===== src/rtl/moment_ram_arbiter_pkg.sv =====
// moment_ram_pkg: shared types and constants for the moment RAM arbiter.
// Contents: default RAM geometry, arbiter state enum, requester indices.
package moment_ram_pkg;

    localparam int unsigned DEPTH_DEF      = 256;   // 16*16 lattice
    localparam int unsigned DATA_WIDTH_DEF = 32;

    typedef enum logic {
        ARB_CLEAR = 1'b0,
        ARB_RUN   = 1'b1
    } arb_state_t;

    localparam int unsigned REQ_ENGINE  = 0;
    localparam int unsigned REQ_DISPLAY = 1;

endpackage


===== src/rtl/moment_ram_arbiter_if.sv =====
// moment_ram_arbiter_if: request/response and RAM-side bundle of the arbiter.
// Requester side: req, we, addr0/1, wdata0/1 -> gnt, rvalid, rdata, init_done.
// RAM side:       ram_address, ram_we, ram_wdata -> moment_ram; ram_rdata back.
// master = requesters plus RAM model, slave = the arbiter.
interface moment_ram_arbiter_if
    import moment_ram_pkg::*;
#(
    parameter int unsigned DEPTH         = DEPTH_DEF,
    parameter int unsigned DATA_WIDTH    = DATA_WIDTH_DEF,
    parameter int unsigned ADDRESS_WIDTH = $clog2(DEPTH)
);
    logic [1:0]                    req;
    logic [1:0]                    we;
    logic [ADDRESS_WIDTH-1:0]      addr0;
    logic [ADDRESS_WIDTH-1:0]      addr1;
    logic signed [DATA_WIDTH-1:0]  wdata0;
    logic signed [DATA_WIDTH-1:0]  wdata1;
    logic [1:0]                    gnt;
    logic [1:0]                    rvalid;
    logic signed [DATA_WIDTH-1:0]  rdata;
    logic                          init_done;
    logic [ADDRESS_WIDTH-1:0]      ram_address;
    logic                          ram_we;
    logic signed [DATA_WIDTH-1:0]  ram_wdata;
    logic signed [DATA_WIDTH-1:0]  ram_rdata;

    modport master (
        output req, we, addr0, addr1, wdata0, wdata1, ram_rdata,
        input  gnt, rvalid, rdata, init_done, ram_address, ram_we, ram_wdata
    );

    modport slave (
        input  req, we, addr0, addr1, wdata0, wdata1, ram_rdata,
        output gnt, rvalid, rdata, init_done, ram_address, ram_we, ram_wdata
    );
endinterface


===== src/rtl/moment_ram_arbiter_rr_arb2.sv =====
// rr_arb2: two-requester round-robin grant logic (purely combinational).
// Inputs:  req[1:0] requests, prio (1 = requester 1 wins a tie), en.
// Outputs: gnt[1:0] one-hot or zero, prio_next (toggles only on a tie).
module rr_arb2 (
    input  logic [1:0] req,
    input  logic       prio,
    input  logic       en,
    output logic [1:0] gnt,
    output logic       prio_next
);
    always_comb begin
        gnt       = '0;
        prio_next = prio;
        if (en) begin
            unique case (req)
                2'b01:   gnt = 2'b01;
                2'b10:   gnt = 2'b10;
                2'b11: begin
                    gnt       = prio ? 2'b10 : 2'b01;
                    prio_next = ~prio;
                end
                default: gnt = '0;
            endcase
        end
    end
endmodule


===== src/rtl/moment_ram_arbiter.sv =====
// moment_ram_arbiter: shares one single-port moment_ram between the lattice
// engine (requester 0) and the display path (requester 1).
// Ports: Clk, Reset_n (synchronous, active-low), bus (moment_ram_arbiter_if.slave).
// Optional feature: define MOMENT_ARB_CLEAR_EN to zero the whole RAM after
// reset before any request is granted; otherwise arbitration starts at once.
// Read data is registered: rvalid[i] pulses one cycle after a read grant.
module moment_ram_arbiter
    import moment_ram_pkg::*;
#(
    parameter int unsigned DEPTH         = DEPTH_DEF,
    parameter int unsigned DATA_WIDTH    = DATA_WIDTH_DEF,
    parameter int unsigned ADDRESS_WIDTH = $clog2(DEPTH)
) (
    input  logic                  Clk,
    input  logic                  Reset_n,
    moment_ram_arbiter_if.slave   bus
);
    arb_state_t                   state, state_next;
    logic                         prio, prio_next;
    logic                         arb_en;
    logic [1:0]                   gnt, rd_gnt;
    logic [1:0]                   rvalid_q;
    logic signed [DATA_WIDTH-1:0] rdata_q;
    logic [ADDRESS_WIDTH-1:0]     addr_mux;
    logic signed [DATA_WIDTH-1:0] wdata_mux;
    logic                         we_mux;

`ifdef MOMENT_ARB_CLEAR_EN
    logic [ADDRESS_WIDTH-1:0]     clr_addr;

    always_ff @(posedge Clk) begin
        if (!Reset_n) begin
            state    <= ARB_CLEAR;
            clr_addr <= '0;
        end else begin
            state <= state_next;
            if (state == ARB_CLEAR)
                clr_addr <= clr_addr + 1'b1;
        end
    end

    always_comb begin
        state_next = state;
        if (state == ARB_CLEAR && clr_addr == ADDRESS_WIDTH'(DEPTH - 1))
            state_next = ARB_RUN;
    end
`else
    always_ff @(posedge Clk) begin
        if (!Reset_n)
            state <= ARB_RUN;
        else
            state <= state_next;
    end

    always_comb begin
        state_next = state;
    end
`endif

    // Reset gating here is what forces gnt (and hence ram_we) low combinationally.
    assign arb_en = Reset_n && (state == ARB_RUN);

    rr_arb2 u_rr_arb2 (
        .req       (bus.req),
        .prio      (prio),
        .en        (arb_en),
        .gnt       (gnt),
        .prio_next (prio_next)
    );

    always_comb begin
        addr_mux  = bus.addr0;
        wdata_mux = bus.wdata0;
        we_mux    = 1'b0;
        if (gnt[REQ_DISPLAY]) begin
            addr_mux  = bus.addr1;
            wdata_mux = bus.wdata1;
            we_mux    = bus.we[REQ_DISPLAY];
        end else if (gnt[REQ_ENGINE]) begin
            we_mux    = bus.we[REQ_ENGINE];
        end
`ifdef MOMENT_ARB_CLEAR_EN
        if (Reset_n && state == ARB_CLEAR) begin
            addr_mux  = clr_addr;
            wdata_mux = '0;
            we_mux    = 1'b1;
        end
`endif
    end

    assign rd_gnt = gnt & ~bus.we;

    always_ff @(posedge Clk) begin
        if (!Reset_n) begin
            prio     <= 1'b0;
            rvalid_q <= '0;
            rdata_q  <= '0;
        end else begin
            prio     <= prio_next;
            rvalid_q <= rd_gnt;
            if (|rd_gnt)
                rdata_q <= bus.ram_rdata;
        end
    end

    assign bus.gnt         = gnt;
    assign bus.rvalid      = rvalid_q;
    assign bus.rdata       = rdata_q;
    assign bus.init_done   = arb_en;
    assign bus.ram_address = addr_mux;
    assign bus.ram_wdata   = wdata_mux;
    assign bus.ram_we      = we_mux;
endmodule


===== src/flat_wrapper.sv =====
// flat-port wrapper written by rule: the top's interface ports become plain ports
module moment_ram_arbiter_flat import moment_ram_pkg::*;
#(
    parameter int unsigned DEPTH         = DEPTH_DEF,
    parameter int unsigned DATA_WIDTH    = DATA_WIDTH_DEF,
    parameter int unsigned ADDRESS_WIDTH = $clog2(DEPTH)
)
  (Clk, Reset_n, bus_req, bus_we, bus_addr0, bus_addr1, bus_wdata0, bus_wdata1, bus_ram_rdata, bus_gnt, bus_rvalid, bus_rdata, bus_init_done, bus_ram_address, bus_ram_we, bus_ram_wdata);
  moment_ram_arbiter_if #(.DEPTH(DEPTH), .DATA_WIDTH(DATA_WIDTH), .ADDRESS_WIDTH(ADDRESS_WIDTH)) bus_i ();
  input  logic Clk;
  input  logic Reset_n;
  input wire logic [$bits(bus_i.req)-1:0] bus_req;
  input wire logic [$bits(bus_i.we)-1:0] bus_we;
  input wire logic [$bits(bus_i.addr0)-1:0] bus_addr0;
  input wire logic [$bits(bus_i.addr1)-1:0] bus_addr1;
  input wire logic [$bits(bus_i.wdata0)-1:0] bus_wdata0;
  input wire logic [$bits(bus_i.wdata1)-1:0] bus_wdata1;
  input wire logic [$bits(bus_i.ram_rdata)-1:0] bus_ram_rdata;
  output wire logic [$bits(bus_i.gnt)-1:0] bus_gnt;
  output wire logic [$bits(bus_i.rvalid)-1:0] bus_rvalid;
  output wire logic [$bits(bus_i.rdata)-1:0] bus_rdata;
  output wire logic [$bits(bus_i.init_done)-1:0] bus_init_done;
  output wire logic [$bits(bus_i.ram_address)-1:0] bus_ram_address;
  output wire logic [$bits(bus_i.ram_we)-1:0] bus_ram_we;
  output wire logic [$bits(bus_i.ram_wdata)-1:0] bus_ram_wdata;
  assign bus_i.req = bus_req;
  assign bus_i.we = bus_we;
  assign bus_i.addr0 = bus_addr0;
  assign bus_i.addr1 = bus_addr1;
  assign bus_i.wdata0 = bus_wdata0;
  assign bus_i.wdata1 = bus_wdata1;
  assign bus_i.ram_rdata = bus_ram_rdata;
  assign bus_gnt = bus_i.gnt;
  assign bus_rvalid = bus_i.rvalid;
  assign bus_rdata = bus_i.rdata;
  assign bus_init_done = bus_i.init_done;
  assign bus_ram_address = bus_i.ram_address;
  assign bus_ram_we = bus_i.ram_we;
  assign bus_ram_wdata = bus_i.ram_wdata;
  moment_ram_arbiter #(.DEPTH(DEPTH), .DATA_WIDTH(DATA_WIDTH), .ADDRESS_WIDTH(ADDRESS_WIDTH)) u_core (.Clk(Clk), .Reset_n(Reset_n), .bus(bus_i));
endmodule

===== config.mk =====
export PLATFORM = sky130hd
export DESIGN_NAME = moment_ram_arbiter_flat
export DESIGN_NICKNAME = d
export VERILOG_FILES = /design/src/rtl/moment_ram_arbiter_pkg.sv /design/src/rtl/moment_ram_arbiter_if.sv /design/src/rtl/moment_ram_arbiter_rr_arb2.sv /design/src/rtl/moment_ram_arbiter.sv /design/src/flat_wrapper.sv
export SDC_FILE = /design/constraint.sdc
export NUM_CORES = 1
export LEC_CHECK = 0
export CAP_MARGIN = 25
export CORE_MARGIN = 2
export CORE_UTILIZATION = 32
export DETAILED_ROUTE_END_ITERATION = 10
export PLACE_DENSITY = 0.94
export SYNTH_ARGS = -nofsm -noshare
export SYNTH_HDL_FRONTEND = slang
export SYNTH_HIERARCHICAL = 1
export SYNTH_SLANG_ARGS = --single-unit

===== constraint.sdc =====
create_clock -name Clk -period 4.1 [get_ports Clk]
set_clock_uncertainty 0.2 [all_clocks]
set_input_delay 0.82 -clock Clk [delete_from_list [all_inputs] [get_ports Clk]]
set_output_delay 0.82 -clock Clk [all_outputs]
set_load 0.01 [all_outputs]

==> results.md <==
* P_leak at 1.731 nW
* Area Overhead vs Synth at 106.8%
* Number of enable flip-flop cells after synthesis at 0
* ANT cells at 0
* Min-delay src: u_core/bus.rdata[13]
* Drt wl/cell at 15.45 um
* Placer Congestion at 0.7022
* I/O pins at 196
* Vias in the first global route at 2002
* Final ANT Viol Nets at 0
* Max IR drop VDD at 288.5 uV
* Most numerous cell in the Yosys netlist: nand2_1
* TritonCTS Buffers at 5
* CTS tree: yes
* Row count at 28
* Synthesized net count at 326
* FF+latch count, synth at 35
* Area contributors post-synth: dfxtp_1 (35%), mux2_2 (23%), mux2i_1 (17%)
* Final period util at 98.25%
* Cell taking the most area after synthesis: dfxtp_1
* Final Hold Violating Endpoints at 0
* Cell count after synthesis at 206
* Die area at 0.006835 mm^2
* DRC violations left at 0
* H-tree depth at 2
* CP endpoint kind: primary output
* Via Count at 2132
* Buffers on Ports at 195
* Final core occ at 68.78%
* Initial Util at 33.26%
* PD cells at 251.5 mW/mm^2
* DIE WIDTH at 82.68 um
* Critical Path Source Type: input pin
* Top FF cell, synth: dfxtp_1
* Setup Crit Path Kind: input pin to primary output
* Yosys Warn Count at 6
* R2R Path Start: u_core/prio
* Pin count of the biggest net entering global routing at 63
* Data required, critical path at 3.08 ns
* Register area share after synthesis at 35.38%
* Worst R2R Path Depth at 8
* First-pass GRT wire length at 9867 um
* Peak Freq at 248.2 MHz
* Detailed Route WL at 7306 um
* GRT overflow at 0
* Layout Nets at 517
* Via density at 4.507
* RSZ-0062 raised after global routing: true
* CP Max Fanout at 22
* Total power at 1.030 mW
* Hold Path Class: flop to flop
* Outcome: finished, final reports clean
* Top cells by count, synth: nand2_1 (66), mux2_2 (40), dfxtp_1 (35)
* Clock Tree Root: clkbuf_8
* Antenna violations before repair at 0
* R2r endpoint: u_core/bus.rdata[0]
* Final setup viols at 0
* Hold Path End: u_core/bus.rdata[13]
* DIE HEIGHT at 82.68 um
* CTS Sinks at 35
* Clk buf depth at 2
* Post-synth ARST share at 0%
* DR pass1 iterations at 4
* Total global-route track usage at 19.17%
* Filler cells at 462
* WHS Path Cells at 2
* Register clock-pin slew on the reported worst setup and hold paths at 0.08 ns
* Post-Syn Area at 0.001981 mm^2
* Mean Syn Cell Area at 9.615 um^2
* Crit path from: bus_req[1]
* Slew @ Worst Pin at 0.5601 ns
* Worst reg2reg setup slack at 1.73 ns
* Share of cells above drive strength 1 at 14.82%
* Arr. time, crit path at 3.01 ns
* Post-synth top area share at 35.38%
* # Post-CTS Setup Buffers at 0
* Crit path time final at 4.028 ns
* Post-DP HPWL at 5755 um
* Clock Latency Late Sink at 0.28 ns
* Core area at 0.005956 mm^2
* Synth cell types at 21
* DR iter-0 viols at 43
* Max Slew Vio Count at 0
* Max_cap viols at 0
* Slew margin rel. at 62.66%
## cells in the final DEF, fill, tap and decap left out
master and count:
and3_1 1, buf_2 1, o21ai_0 1, and2_1 2, bufinv_16 1, inv_6 1, nor2b_2 1, mux2_2 40
nor2b_4 2, ha_1 2, dlymetal6s2s_1 1, nor2_1 1, nand2_1 66, a21oi_1 1, clkbuf_16 1, buf_4 3
and2_2 1, dfxtp_1 35, a21oi_4 1, clkbuf_8 6, inv_1 2, buf_12 1, mux2i_1 34, clkdlybuf4s50_1 193
## metrics by stage
stage / worst slack (ns) / hold WS [ns] / cell area (um^2) / std cells / setup TNS, ns
floorplan: 0.9487 / 0.2823 / 1981 / 206 / 0
global placement: 0.08525 / 0.2434 / 3945 / 464 / 0
detailed placement: 0.07107 / 0.2535 / 3945 / 464 / 0
CTS: 0.04785 / 0.2651 / 4066 / 472 / 0
global route: -0.00008371 / 0.2807 / 4096 / 473 / -0.00008371
finish: 0.07165 / 0.2592 / 4096 / 473 / 0
## logic make-up (layout without fill, tap and decap cells)
family | after synthesis | count (layout) | synth area share (%)
flops | 35 | 35 | 35.38
mux | 74 | 74 | 39.92
fa+ha+maj | 2 | 2 | 1.263
compound gates | 3 | 3 | 1.326
buf+inv | 18 | 210 | 6.759
simple gates | 74 | 74 | 15.35
## registers in the layout, summed over array words and instances, names as in the netlist
name               count
u_core/bus.rdata      32
u_core/bus.rvalid      2
u_core/prio            1
## worst max-delay path, stage by stage
cell and delay (ns):
clkdlybuf4s50_1 0.45, and2_2 0.23, ha_1 0.17, mux2i_1 0.26, nor2b_4 0.09, clkbuf_16 0.20, o21ai_0 0.19, clkdlybuf4s50_1 0.58
## worst max path at each step
| stage | endpoint | slack (ns) | depth (start not counted) |
|---|---|---|---|
| 6_report | bus_ram_we | 0.07 | 8 |
| 4_1_cts | bus_ram_address[5] | 0.05 | 8 |
| 3_3_place_gp | bus_ram_address[5] | 0.09 | 8 |
| 3_5_place_dp | bus_ram_address[5] | 0.07 | 8 |
| 5_1_grt | bus_ram_we | -0.00008 | 8 |
| 2_1_floorplan | bus_ram_wdata[0] | 0.95 | 7 |
## cell type report
class / count / area, um^2 / area share [%]
Timing Repair Buffer: 200 / 2017 / 49.24
Multi-Input combinational cell: 153 / 1156 / 28.22
Sequential cell: 35 / 700.7 / 17.10
Tap cell: 75 / 93.84 / 2.291
Clock buffer: 6 / 82.58 / 2.016
Clock inverter: 2 / 38.79 / 0.9469
Inverter: 2 / 7.507 / 0.1833
## per-layer routing
layer	GRT usage, %	share of wire, %
met1	22.29	38
met2	34.44	51
met3	4.891	9.3
met4	5.738	1.6
met5	0	0
## power by group
part | internal, mW | leakage [nW] | total, mW | switching (mW)
Sequential | 0.357 | 0.285 | 0.365 | 0.00827
Clock | 0.200 | 0.0618 | 0.327 | 0.127
Combinational | 0.228 | 1.38 | 0.338 | 0.110
## what timing repair did
item	4_1_cts	5_1_grt
resized for setup	0	2
endpoints found under the setup margin	0	18
hold buffers	0	0
Power figures use the tool's default switching activity.
